### src/rtl/note_player_poly_if.sv
// Sequencer/codec-facing bundle of note_player_poly: note loads, play/beat controls, sample handshake.
interface note_player_poly_if #(
  parameter int NUM_VOICES = 2,
  parameter int DUR_W      = 6,
  parameter int PHASE_W    = 20,
  parameter int SAMPLE_W   = 16
);
  localparam int VSEL_W = (NUM_VOICES > 1) ? $clog2(NUM_VOICES) : 1;

  logic                  play_enable;
  logic                  load_new_note;
  logic [VSEL_W-1:0]     voice_sel;
  logic [PHASE_W-1:0]    step_to_load;
  logic [DUR_W-1:0]      duration_to_load;
  logic                  wave_mode;
  logic                  beat;
  logic                  generate_next_sample;
  logic [NUM_VOICES-1:0] done_with_note;
  logic [SAMPLE_W-1:0]   sample_out;
  logic                  new_sample_ready;

  modport master (
    output play_enable, load_new_note, voice_sel, step_to_load, duration_to_load,
           wave_mode, beat, generate_next_sample,
    input  done_with_note, sample_out, new_sample_ready
  );

  modport slave (
    input  play_enable, load_new_note, voice_sel, step_to_load, duration_to_load,
           wave_mode, beat, generate_next_sample,
    output done_with_note, sample_out, new_sample_ready
  );
endinterface

### src/rtl/note_player_poly.sv
// Polyphonic note player: per-voice beat counters and square/saw oscillators, saturating mix; sample latency 2, no backpressure.
// Optional macro NOTE_PLAYER_RELEASE_EN adds a decaying RELEASE tail to each voice.
module note_player_poly #(
  parameter int NUM_VOICES = 2,
  parameter int DUR_W      = 6,
  parameter int PHASE_W    = 20,
  parameter int SAMPLE_W   = 16
) (
  input logic               clk,
  input logic               reset,
  note_player_poly_if.slave bus
);
  localparam int VSEL_W = (NUM_VOICES > 1) ? $clog2(NUM_VOICES) : 1;
  localparam int SUM_W  = SAMPLE_W + 3;
  localparam logic [SAMPLE_W-1:0] SQ_POS  = {1'b0, {(SAMPLE_W-1){1'b1}}};
  localparam logic [SAMPLE_W-1:0] SQ_NEG  = {1'b1, {(SAMPLE_W-2){1'b0}}, 1'b1};
  localparam logic [SAMPLE_W-1:0] SAT_MAX = SQ_POS;
  localparam logic [SAMPLE_W-1:0] SAT_MIN = {1'b1, {(SAMPLE_W-1){1'b0}}};

`ifdef NOTE_PLAYER_RELEASE_EN
  typedef enum logic [1:0] {IDLE, PLAYING, RELEASE} voice_state_t;
`else
  typedef enum logic [1:0] {IDLE, PLAYING} voice_state_t;
`endif

  voice_state_t        state_q [NUM_VOICES];
  voice_state_t        state_d [NUM_VOICES];
  logic [DUR_W-1:0]    count_q [NUM_VOICES];
  logic [DUR_W-1:0]    count_d [NUM_VOICES];
  logic [PHASE_W-1:0]  phase_q [NUM_VOICES];
  logic [PHASE_W-1:0]  phase_d [NUM_VOICES];
  logic [PHASE_W-1:0]  step_q  [NUM_VOICES];
  logic [PHASE_W-1:0]  step_d  [NUM_VOICES];
`ifdef NOTE_PLAYER_RELEASE_EN
  logic [2:0]          rel_q   [NUM_VOICES];
  logic [2:0]          rel_d   [NUM_VOICES];
`endif

  logic [NUM_VOICES-1:0] load_hit;
  logic [NUM_VOICES-1:0] adv;
  logic [NUM_VOICES-1:0] done;
  logic                  beat_en;

  logic signed [SAMPLE_W-1:0] wave    [NUM_VOICES];
  logic signed [SAMPLE_W-1:0] s1_wave [NUM_VOICES];
  logic                       s1_vld;
  logic [SUM_W-1:0]           sum;
  logic [SAMPLE_W-1:0]        mix;
  logic [SAMPLE_W-1:0]        sample_q;
  logic                       ready_q;

  function automatic logic [SAMPLE_W-1:0] wave_of(input logic [PHASE_W-1:0] ph, input logic saw);
    logic [SAMPLE_W-1:0] top;
    top = ph[PHASE_W-1 -: SAMPLE_W];
    if (saw) return {~top[SAMPLE_W-1], top[SAMPLE_W-2:0]};
    return top[SAMPLE_W-1] ? SQ_NEG : SQ_POS;
  endfunction

  assign beat_en = bus.play_enable & bus.beat;

  // Out-of-range voice_sel matches no voice, so such loads are dropped.
  always_comb begin
    load_hit = '0;
    adv      = '0;
    done     = '0;
    for (int v = 0; v < NUM_VOICES; v++) begin
      load_hit[v] = bus.load_new_note && (bus.voice_sel == VSEL_W'(v));
      adv[v]      = bus.generate_next_sample && bus.play_enable && (state_q[v] != IDLE);
      done[v]     = (state_q[v] != PLAYING);
    end
  end

  always_comb begin
    for (int v = 0; v < NUM_VOICES; v++) begin
      wave[v] = wave_of(phase_q[v], bus.wave_mode);
`ifdef NOTE_PLAYER_RELEASE_EN
      if (state_q[v] == RELEASE) wave[v] = wave[v] >>> rel_q[v];
`endif
    end
  end

  // Voice next-state: a load overrides both the beat decrement and the phase advance.
  always_comb begin
    for (int v = 0; v < NUM_VOICES; v++) begin
      state_d[v] = state_q[v];
      count_d[v] = count_q[v];
      phase_d[v] = phase_q[v];
      step_d[v]  = step_q[v];
`ifdef NOTE_PLAYER_RELEASE_EN
      rel_d[v]   = rel_q[v];
`endif
      if (adv[v]) phase_d[v] = phase_q[v] + step_q[v];
      if (load_hit[v]) begin
        count_d[v] = bus.duration_to_load;
        phase_d[v] = '0;
        step_d[v]  = bus.step_to_load;
        state_d[v] = (bus.duration_to_load != '0) ? PLAYING : IDLE;
`ifdef NOTE_PLAYER_RELEASE_EN
        rel_d[v]   = '0;
`endif
      end else if (beat_en) begin
        case (state_q[v])
          PLAYING: begin
            count_d[v] = count_q[v] - DUR_W'(1);
            if (count_q[v] == DUR_W'(1)) begin
`ifdef NOTE_PLAYER_RELEASE_EN
              state_d[v] = RELEASE;
              rel_d[v]   = 3'd1;
`else
              state_d[v] = IDLE;
`endif
            end
          end
`ifdef NOTE_PLAYER_RELEASE_EN
          RELEASE: begin
            if (rel_q[v] == 3'd4) begin
              state_d[v] = IDLE;
              rel_d[v]   = '0;
            end else begin
              rel_d[v]   = rel_q[v] + 3'd1;
            end
          end
`endif
          default: ;
        endcase
      end
    end
  end

  always_ff @(posedge clk or negedge reset) begin
    if (!reset) begin
      for (int v = 0; v < NUM_VOICES; v++) begin
        state_q[v] <= IDLE;
        count_q[v] <= '0;
        phase_q[v] <= '0;
        step_q[v]  <= '0;
`ifdef NOTE_PLAYER_RELEASE_EN
        rel_q[v]   <= '0;
`endif
      end
    end else begin
      for (int v = 0; v < NUM_VOICES; v++) begin
        state_q[v] <= state_d[v];
        count_q[v] <= count_d[v];
        phase_q[v] <= phase_d[v];
        step_q[v]  <= step_d[v];
`ifdef NOTE_PLAYER_RELEASE_EN
        rel_q[v]   <= rel_d[v];
`endif
      end
    end
  end

  // Three guard bits cover up to eight full-scale voices; saturate when they disagree with the sign.
  always_comb begin
    sum = '0;
    for (int v = 0; v < NUM_VOICES; v++) begin
      sum = sum + {{3{s1_wave[v][SAMPLE_W-1]}}, s1_wave[v]};
    end
    if ((sum[SUM_W-1:SAMPLE_W-1] == '0) || (sum[SUM_W-1:SAMPLE_W-1] == '1)) begin
      mix = sum[SAMPLE_W-1:0];
    end else if (sum[SUM_W-1]) begin
      mix = SAT_MIN;
    end else begin
      mix = SAT_MAX;
    end
  end

  always_ff @(posedge clk or negedge reset) begin
    if (!reset) begin
      s1_vld   <= 1'b0;
      sample_q <= '0;
      ready_q  <= 1'b0;
      for (int v = 0; v < NUM_VOICES; v++) s1_wave[v] <= '0;
    end else begin
      s1_vld  <= bus.generate_next_sample;
      ready_q <= s1_vld;
      if (bus.generate_next_sample) begin
        for (int v = 0; v < NUM_VOICES; v++) s1_wave[v] <= adv[v] ? wave[v] : '0;
      end
      if (s1_vld) sample_q <= mix;
    end
  end

  assign bus.done_with_note   = done;
  assign bus.sample_out       = sample_q;
  assign bus.new_sample_ready = ready_q;
endmodule
### src/flat_wrapper.sv
// flat-port wrapper written by rule: the top's interface ports become plain ports
module note_player_poly_flat 
#(
  parameter int NUM_VOICES = 2,
  parameter int DUR_W      = 6,
  parameter int PHASE_W    = 20,
  parameter int SAMPLE_W   = 16
)
  (clk, reset, bus_play_enable, bus_load_new_note, bus_voice_sel, bus_step_to_load, bus_duration_to_load, bus_wave_mode, bus_beat, bus_generate_next_sample, bus_done_with_note, bus_sample_out, bus_new_sample_ready);
  note_player_poly_if #(.NUM_VOICES(NUM_VOICES), .DUR_W(DUR_W), .PHASE_W(PHASE_W), .SAMPLE_W(SAMPLE_W)) bus_i ();
  input logic clk;
  input logic reset;
  input wire logic [$bits(bus_i.play_enable)-1:0] bus_play_enable;
  input wire logic [$bits(bus_i.load_new_note)-1:0] bus_load_new_note;
  input wire logic [$bits(bus_i.voice_sel)-1:0] bus_voice_sel;
  input wire logic [$bits(bus_i.step_to_load)-1:0] bus_step_to_load;
  input wire logic [$bits(bus_i.duration_to_load)-1:0] bus_duration_to_load;
  input wire logic [$bits(bus_i.wave_mode)-1:0] bus_wave_mode;
  input wire logic [$bits(bus_i.beat)-1:0] bus_beat;
  input wire logic [$bits(bus_i.generate_next_sample)-1:0] bus_generate_next_sample;
  output wire logic [$bits(bus_i.done_with_note)-1:0] bus_done_with_note;
  output wire logic [$bits(bus_i.sample_out)-1:0] bus_sample_out;
  output wire logic [$bits(bus_i.new_sample_ready)-1:0] bus_new_sample_ready;
  assign bus_i.play_enable = bus_play_enable;
  assign bus_i.load_new_note = bus_load_new_note;
  assign bus_i.voice_sel = bus_voice_sel;
  assign bus_i.step_to_load = bus_step_to_load;
  assign bus_i.duration_to_load = bus_duration_to_load;
  assign bus_i.wave_mode = bus_wave_mode;
  assign bus_i.beat = bus_beat;
  assign bus_i.generate_next_sample = bus_generate_next_sample;
  assign bus_done_with_note = bus_i.done_with_note;
  assign bus_sample_out = bus_i.sample_out;
  assign bus_new_sample_ready = bus_i.new_sample_ready;
  note_player_poly #(.NUM_VOICES(NUM_VOICES), .DUR_W(DUR_W), .PHASE_W(PHASE_W), .SAMPLE_W(SAMPLE_W)) u_core (.clk(clk), .reset(reset), .bus(bus_i));
endmodule
### config.mk
export PLATFORM = sky130hd
export DESIGN_NAME = note_player_poly_flat
export DESIGN_NICKNAME = d
export VERILOG_FILES = /design/src/rtl/note_player_poly_if.sv /design/src/rtl/note_player_poly.sv /design/src/flat_wrapper.sv
export SDC_FILE = /design/constraint.sdc
export NUM_CORES = 1
export LEC_CHECK = 0
export ABC_CLOCK_PERIOD_IN_PS = 3900
export CORE_MARGIN = 2
export CORE_UTILIZATION = 39
export CTS_CLUSTER_SIZE = 16
export DETAILED_ROUTE_END_ITERATION = 8
export HOLD_SLACK_MARGIN = 0.15
export PLACE_DENSITY = 0.65
export SLEW_MARGIN = 20
export SYNTH_ARGS = -nofsm -noshare
export SYNTH_HDL_FRONTEND = slang
export SYNTH_SLANG_ARGS = --single-unit
### constraint.sdc
create_clock -name clk -period 3.9 [get_ports clk]
set_input_delay 0.78 -clock clk [delete_from_list [all_inputs] [get_ports clk]]
set_output_delay 0.78 -clock clk [all_outputs]
set_load 0.01 [all_outputs]
==> results.cfg, run 1 <==
[outcome]
status = finished, final reports clean

[worst_setup_path]
max_stage_delay_ns = 0.54
cp_top_family = compound AO/OA/AOI/OAI gates
cp.arrival_ns = 3.42
crit_path_end_kind = flip-flop
worstPathCellList = ha_1 > fa_1 > a21o_1 > a221oi_1 > buf_4 > a2111o_1 > and3_1 > o221ai_2 > o21ai_4 > o22ai_1
crit_buf_inv = 1
cp_slowest_cell = o21ai_4
start_kind = flip-flop
cp_max_fo = 17
cp.required_ns = 4.18
path_class = flip-flop to flip-flop

[synthesis]
ys_top_cells_by_count = nand2_1 (194), dfrtp_1 (144), a21oi_1 (110)
syn_nets = 1075
syn_area_sq_um = 8580
synth_most_common_cell = nand2_1
netlist_instances = 980
synth_top_cell_area_share = 0.420
synth_edf_count = 0
synth.distinct_cells = 62
yosys_warnings = 0
async_flop_share = 1.00
synth_ff_type = dfrtp_1
post-synth-top-area-cell = dfrtp_1
syn_area_per_cell_sq_um = 8.76
synth.ff_latch_count = 144
yosysSeqAreaShare = 0.420
synth_area_leaders = dfrtp_1 (42%), nand2_1 (8.5%), ha_1 (8.5%)

[place]
portBuffers = 52
routabilityCongestion = 0.866
pre_cts_ws_ns = 0.732
dpl-instance-area_sq_um = 9360
hpwl_um = 15000

[sta]
setup_viol = 0
finalCritPeriodShare = 0.806
layout_min_cycle_time_ns = 3.14
fmax_mhz = 318
maxSlewHeadroom = 0.399
worst_pin_slew_ns = 0.899
setup_tns_ns = 0
finalHoldViolations = 0
fin_skew_ns = 0.0113
timing.hold.ws_ns = 0.361
setup_ws_ns = 0.756
maxSlewViolCount = 0
rsz0062_at_grt = false

[layout]
nets = 1108
drive_above_1_share = 0.0663
fin_area_sq_um = 10000
diodes = 0
final.fill_count = 2072
syn2layout_area_growth_pct = 17.0

[clock_network]
cts_resized = 0
h-tree-depth = 4
clk_latency_ns = 0.43
cts_sinks = 144
root_buffer = clkbuf_16
cts-buffers-inserted = 17
post_cts_buffers = 0
path_clk_slew_ns = 0.06
hold_buffers = 0
cts_tree = yes
cts_buffer_depth = 2

[global_route]
grt_pass1_vias = 6890
grt_pass1_wl_um = 34700
antenna_found_initial = 0
grt_max_degree = 71
grt_overflow = 0
grtUsageTotal = 0.182

[route]
drt_first_pass_iters = 5
wl_per_cell_um = 15.8
wl_um = 20700
antenna_left = 0
vias_per_cell = 5.37
drtIter0Drc = 379
drc = 0
vias = 7018

[floorplan]
core_sq_um = 21700
dieArea_sq_um = 23200
fp.dieH_um = 152
ioPinCount = 53
die_w_um = 152
start_util = 0.396
std_cell_rows = 54

[pwr]
p_leak_nw = 4.64
power.density_nw_per_um2 = 543
max-vdd-ir-drop_v = 0.000339

[job]
max_cap_viol_count = 0

[min_path]
hold_path_class = primary input to asynchronous set/reset pin
==> logic make-up after synthesis <==
group	after synthesis	share of synthesized area
muxes	5	0.00583
AOI/OAI and AO/OA	288	0.215
adders and majority gates	61	0.0916
xor gates and xnor gates	49	0.0509
and+or+nand+nor	318	0.165
DFF	144	0.420
buffers and inverters	115	0.0515
==> sequential cells by signal, indices dropped and copies added, names as in the netlist <==
register and cells:
u_core.s1_vld 1, u_core.bus.sample_out 16, u_core.s1_wave 32, u_core.phase_q 40, u_core.state_q 2, u_core.bus.new_sample_ready 1
u_core.step_q 40, u_core.count_q 12
==> where the power goes <==
part / switching, mW / internal, mW
combinational: 0.880 / 0.729
sequential: 0.232 / 1.76
clock: 0.635 / 1.22
==> path summary, 6_finish.rpt <==
kind,endpoint,slack (ns),startpoint,depth (start not counted)
hold / removal,u_core.s1_wave[10],0.36,reset,1
setup reg to reg,u_core.bus.sample_out[2],0.76,u_core.s1_wave[0],10
setup / recovery,u_core.bus.sample_out[2],0.76,u_core.s1_wave[0],10
max in group asynchronous,u_core.step_q[0],2.68,reset,2
min in group clk,u_core.step_q[0],0.48,u_core.step_q[0],2
hold reg to reg,u_core.step_q[0],0.48,u_core.step_q[0],2
==> layout make-up <==
class,count,area (sq um),area share
Clock inverter,9,176,0.0176
Inverter,62,233,0.0232
Clock buffer,23,498,0.0496
Multi-Input combinational cell,721,4540,0.453
Sequential cell,144,3600,0.359
Tap cell,280,350,0.0349
Timing Repair Buffer,67,634,0.0632
==> layer usage <==
layer	GRT usage	vias to the layer above	part of all wire
li1	-	3513	-
met1	0.246	3324	0.48
met2	0.299	159	0.46
met3	0.0356	22	0.043
met4	0.0521	0	0.015
met5	0	-	0
==> cell usage in the layout, fill, tap and decap left out, drive strengths merged, types with 3 or more instances in the layout <==
cell type      instances
nand2                194
nand3                 33
a21o                  16
xor2                  15
and3                   6
a31oi                  8
clkbuf                23
ha                    58
a211oi                 8
mux2i                  5
xnor2                 34
clkdlybuf4s50         51
o211ai                 5
nor4                   5
o21bai                 9
nor2                  24
nand3b                 6
inv                   62
o22ai                 49
and4                   3
a21oi                110
nor2b                  5
bufinv                 5
and2                   4
fa                     3
clkinv                 3
nand2b                 6
a221oi                 4
buf                   16
nand4                  9
dfrtp                144
o21ai                 50
nor3                  15
a211o                  3
o21a                   6
==> per-stage QoR <==
step	std cells	total power, mW	utilization
2_1_floorplan	980	3.10	-
3_3_place_gp	1274	3.58	0.432
3_5_place_dp	1274	3.61	0.432
4_1_cts	1306	5.49	0.463
5_1_grt	1306	5.78	0.463
6_report	1306	5.45	0.463
No activity file was read; power rests on OpenSTA's default activity.
==> run 2: changes to the inputs <==
--- a/config.mk
+++ b/config.mk
@@ -5,13 +5,13 @@
 export SDC_FILE = /design/constraint.sdc
 export NUM_CORES = 1
 export LEC_CHECK = 0
-export ABC_CLOCK_PERIOD_IN_PS = 3900
+export ABC_CLOCK_PERIOD_IN_PS = 2600
 export CORE_MARGIN = 2
 export CORE_UTILIZATION = 39
 export CTS_CLUSTER_SIZE = 16
 export DETAILED_ROUTE_END_ITERATION = 8
 export HOLD_SLACK_MARGIN = 0.15
-export PLACE_DENSITY = 0.65
+export PLACE_DENSITY = 0.67
 export SLEW_MARGIN = 20
 export SYNTH_ARGS = -nofsm -noshare
 export SYNTH_HDL_FRONTEND = slang
==> constraint.sdc (replaced) <==
create_clock -name clk -period 2.6 [get_ports clk]
set_input_delay 0.52 -clock clk [delete_from_list [all_inputs] [get_ports clk]]
set_output_delay 0.52 -clock clk [all_outputs]
set_load 0.01 [all_outputs]
==> run 2 against run 1 <==
  * Via count grew 2.9%
  * Fmax rose by 24%
  * Non-clock buffer count increased by 29
  * Clock power rose by 39%
  * First-iteration DRC count increased by 24%
  * Largest power group unchanged
==> results.cfg, run 2 (synthesis gave the netlist of run 1 again) <==
[route]
wl_per_cell_um = 16.4
drt_first_pass_iters = 5
vias = 7219
wl_um = 21900
drtIter0Drc = 469
vias_per_cell = 5.41
drc = 0
antenna_left = 0

[clock_network]
cts_tree = yes
clk_latency_ns = 0.43
path_clk_slew_ns = 0.06
root_buffer = clkbuf_16
cts_buffer_depth = 2
h-tree-depth = 4
cts_sinks = 144
cts-buffers-inserted = 17

[global_route]
grtUsageTotal = 0.190
grt_max_degree = 71
grt_pass1_vias = 6970
grt_pass1_wl_um = 35900
antenna_found_initial = 0
grt_overflow = 0

[layout]
top_regs = u_core.phase_q: 40 flops, u_core.step_q: 40 flops, u_core.s1_wave: 32 flops
drive_above_1_share = 0.105
nets = 1137
layout.cells.non_filler = 1334
diodes = 0
final_common_cell = nand2_1
syn2layout_area_growth_pct = 20.6
layout_common_cells = nand2_1 (194), dfrtp_1 (144), a21oi_1 (104)

[floorplan]
start_util = 0.396
std_cell_rows = 54
fp.dieH_um = 152
ioPinCount = 53
die_w_um = 152
core_sq_um = 21700
dieArea_sq_um = 23200

[outcome]
status = finished, final reports clean

[sta]
rsz0062_at_grt = true
worst_pin_slew_ns = 0.934
setup_viol = 0
finalCritPeriodShare = 0.979
maxSlewViolCount = 0
timing.hold.ws_ns = 0.491
finalHoldViolations = 0
fmax_mhz = 393
fin_skew_ns = 0.00652
maxSlewHeadroom = 0.375
layout_min_cycle_time_ns = 2.54

[place]
dp_cells = 1300
hpwl_um = 15800
portBuffers = 52
routabilityCongestion = 0.898

[pwr]
p_leak_nw = 4.79
max-vdd-ir-drop_v = 0.000510
power.density_nw_per_um2 = 791

[worst_setup_path]
crit_path_end_kind = flip-flop
start_kind = flip-flop
cp_max_fo = 15
path_class = flip-flop to flip-flop
cp.arrival_ns = 2.84
cp.required_ns = 2.90

[job]
max_cap_viol_count = 0

[min_path]
hold_path_class = flip-flop to flip-flop
[run 2: final cells by class]
cell class                 count  area [sq um]
sequential                   144          3600
inverter                      62           233
clock buffer                  21           450
tap                          280           350
timing repair buffer          96           903
fill                        2070         11300
clock inverter                10           160
multi-input combinational    721          4650
[run 2: stage by stage]
step                      total power, mW  setup slack, ns  TNS [ns]  utilization  instance area (sq um)
after floorplan                      4.67           0.0302         0            -                   8610
after global placement               5.50          -0.0658   -0.0658        0.444                   9620
after detailed placement             5.55           -0.116    -0.116        0.444                   9620
after CTS                            8.16         -0.00683  -0.00683        0.473                  10300
after global routing                 8.67          -0.0915     -1.16        0.477                  10300
final                                8.19           0.0558         0        0.477                  10300
[run 2: path summary, 6_finish.rpt]
check | to | depth (start not counted) | slack, ns | from
setup / recovery | u_core.bus.sample_out[3] | 10 | 0.06 | u_core.s1_wave[0]
hold / removal | u_core.step_q[5] | 2 | 0.49 | u_core.step_q[5]
setup reg to reg | u_core.bus.sample_out[3] | 10 | 0.06 | u_core.s1_wave[0]
hold reg to reg | u_core.step_q[5] | 2 | 0.49 | u_core.step_q[5]
max in group asynchronous | u_core.step_q[27] | 3 | 1.23 | reset
min in group asynchronous | u_core.phase_q[14] | 2 | 0.68 | reset
[run 2: worst max-delay path: stages (launching register included)]
cell,delay [ns]
dfrtp_1,0.39
ha_2,0.21
fa_2,0.35
a21o_1,0.21
a221oi_2,0.28
a2111o_1,0.19
and3_4,0.20
o221ai_4,0.14
o21ai_4,0.20
buf_12,0.16
o22ai_1,0.09
[run 2: what timing repair did]
| item | in CTS | in global routing |
|---|---|---|
| hold buffers | 1 | 0 |
| resized for setup | 2 | 20 |
| setup endpoints to repair | 2 | 25 |
| pin swaps | 1 | 6 |
| buffers inserted | 0 | 2 |
| hold endpoints to repair | 64 | 0 |
[run 2: layer usage]
layer	wire length [um]	track usage	vias up	share of wire
met2	10400	0.304	155	0.48
met5	0	0	-	0
li1	-	-	3575	-
met3	877	0.0344	19	0.040
met1	10300	0.264	3470	0.47
met4	311	0.0570	0	0.014
[run 2: power by group]
part,switching [mW],leakage (nW),internal [mW]
logic,1.41,2.63,1.23
clock network,0.944,0.297,1.62
registers,0.344,1.86,2.64
total,2.69,4.79,5.49
==> run 3: changes to the inputs <==
--- a/config.mk
+++ b/config.mk
@@ -6,10 +6,10 @@
 export NUM_CORES = 1
 export LEC_CHECK = 0
 export ABC_CLOCK_PERIOD_IN_PS = 2600
-export CORE_MARGIN = 2
 export CORE_UTILIZATION = 39
 export CTS_CLUSTER_SIZE = 16
 export DETAILED_ROUTE_END_ITERATION = 8
+export GPL_TIMING_DRIVEN = 1
 export HOLD_SLACK_MARGIN = 0.15
 export PLACE_DENSITY = 0.67
 export SLEW_MARGIN = 20
==> run 3 against run 2 <==
  * The flow now finishes with violations (negative setup slack)
  * Wire length fell by 1.5%
  * Setup slack got worse by 0.066 ns
  * Clock-buffer cell count increased by 1
  * Sequential cell count unchanged
  * Final cell count down 0.15%
  * Via count hardly changed
  * Non-clock buffer count grew 2
  * Register-to-register slack worse by 0.07 ns
  * Sequential share of layout area fell by 0.35 points
  * Critical path type unchanged
==> results.cfg, run 3 (synthesis gave the netlist of run 1 again) <==
[outcome]
status = finished with violations
violations = negative setup slack

[sta]
timing.hold.ws_ns = 0.485
setup_ws_ns = -0.0102
layout_min_cycle_time_ns = 2.61
worst_pin_slew_ns = 0.841
setup_viol = 1
finalCritPeriodShare = 1.00
maxSlewViolCount = 0
fmax_mhz = 383
maxSlewHeadroom = 0.437
finalHoldViolations = 0
rsz0062_at_grt = true
fin_skew_ns = 0.00819

[layout]
diodes = 0
final.fill_count = 2008
layout.cells.non_filler = 1332
nets = 1139
multiInputGateArea_sq_um = 4670
regArea_sq_um = 3600
drive_above_1_share = 0.117
top_regs = u_core.phase_q: 40 flops, u_core.step_q: 40 flops, u_core.s1_wave: 32 flops
layout_common_cells = nand2_1 (194), dfrtp_1 (144), a21oi_1 (96)
syn2layout_area_growth_pct = 21.8
final_common_cell = nand2_1

[global_route]
grt_max_degree = 89
antenna_found_initial = 0
grt_pass1_vias = 7047
grt_pass1_wl_um = 35700
grtUsageTotal = 0.203
grt_overflow = 0

[floorplan]
start_util = 0.403
core_sq_um = 21300
std_cell_rows = 53
ioPinCount = 53
dieArea_sq_um = 22600
fp.dieH_um = 150
die_w_um = 150

[place]
routabilityCongestion = 0.921
portBuffers = 52
hpwl_um = 15600
dp_cells = 1293

[pwr]
p_comb_frac = 0.315
p_sw_mw = 2.70
p_leak_nw = 4.84
clkPwrFrac = 0.329
intPower_mw = 5.68
seqPwrFrac = 0.356
total_power_mw = 8.38
switching_share = 0.323
max-vdd-ir-drop_v = 0.000558
power.density_nw_per_um2 = 802

[min_path]
hold_depth = 2
holdCritStartpoint = u_core.step_q[20]
whs_endpoint = u_core.step_q[20]
hold_path_class = flip-flop to flip-flop

[route]
vias_per_cell = 5.42
wl_um = 21500
drt_first_pass_iters = 5
wl_per_cell_um = 16.2
drc = 0
vias = 7226
antenna_left = 0
drtIter0Drc = 493

[clock_network]
cts_sinks = 144
root_buffer = clkbuf_16
clk_latency_ns = 0.42
cts-buffers-inserted = 17
cts_tree = yes
path_clk_slew_ns = 0.06
cts_buffer_depth = 2
h-tree-depth = 4

[worst_setup_path]
cp.arrival_ns = 2.90
crit_path_end_kind = flip-flop
rrSetupSlack_ns = -0.01
cp.required_ns = 2.89
reg2reg_depth = 9
r2r_end = u_core.bus.sample_out[14]
cp_max_fo = 7
start_kind = flip-flop
r2r-start = u_core.s1_wave[1]
path_class = flip-flop to flip-flop

[job]
max_cap_viol_count = 0
-- run 3: per-stage QoR --
stage | setup WS [ns] | TNS (ns) | area, sq um | utilization
3_5_place_dp | -0.137 | -0.137 | 9630 | 0.452
2_1_floorplan | 0.0302 | 0 | 8610 | -
4_1_cts | 0.00195 | 0 | 10300 | 0.485
6_report | -0.0102 | -0.0102 | 10500 | 0.491
5_1_grt | -0.101 | -0.452 | 10500 | 0.491
3_3_place_gp | -0.106 | -0.106 | 9630 | 0.452
-- run 3: critical path, cell delays in order, from the launching register on --
cell and delay (ns):
dfrtp_1 0.41, ha_1 0.32, a211o_1 0.32, a2111oi_4 0.34
nor3_2 0.12, o41ai_4 0.34, xnor2_2 0.14, buf_4 0.19
a21oi_1 0.19, o22ai_2 0.11
-- run 3: worst max-delay path by stage --
stage                       from                        end  slack (ns)  cells past startpoint
5_1_grt        u_core.s1_wave[1]  u_core.bus.sample_out[14]       -0.10                      9
3_5_place_dp    u_core.step_q[0]         u_core.phase_q[18]       -0.14                      9
6_report       u_core.s1_wave[1]  u_core.bus.sample_out[14]       -0.01                      9
3_3_place_gp    u_core.step_q[0]         u_core.phase_q[18]       -0.11                      9
4_1_cts        u_core.s1_wave[0]  u_core.bus.sample_out[13]       0.002                     10
2_1_floorplan  u_core.s1_wave[0]  u_core.bus.sample_out[10]        0.03                     10
-- run 3: power by group through the flow --
stage,logic [mW],clock network (mW),registers (mW)
4_1_cts,2.55,2.80,2.98
2_1_floorplan,1.73,0,2.94
3_5_place_dp,2.52,0,3.02
6_report,2.64,2.76,2.98
3_3_place_gp,2.48,0,3.00
5_1_grt,2.96,2.90,3.03
-- run 3: layout make-up --
cell class / count / area share
inverter: 62 / 0.0223
multi-input combinational: 721 / 0.447
sequential: 144 / 0.345
clock buffer: 22 / 0.0463
clock inverter: 10 / 0.0172
tap: 275 / 0.0329
timing repair buffer: 98 / 0.0899
-- run 3: what timing repair did --
action / CTS / global route
hold buffers: 1 / 0
setup endpoints to repair: 4 / 28
pin swaps: 0 / 6
resized for setup: 4 / 23
hold endpoints to repair: 22 / 0
setup buffers: 0 / 6
-- run 3: layer usage --
metal	part of all wire	vias to the layer above	track usage
met1	0.47	3449	0.274
met2	0.46	168	0.323
met5	0	-	0
met3	0.044	27	0.0421
li1	-	3582	-
met4	0.020	0	0.0662
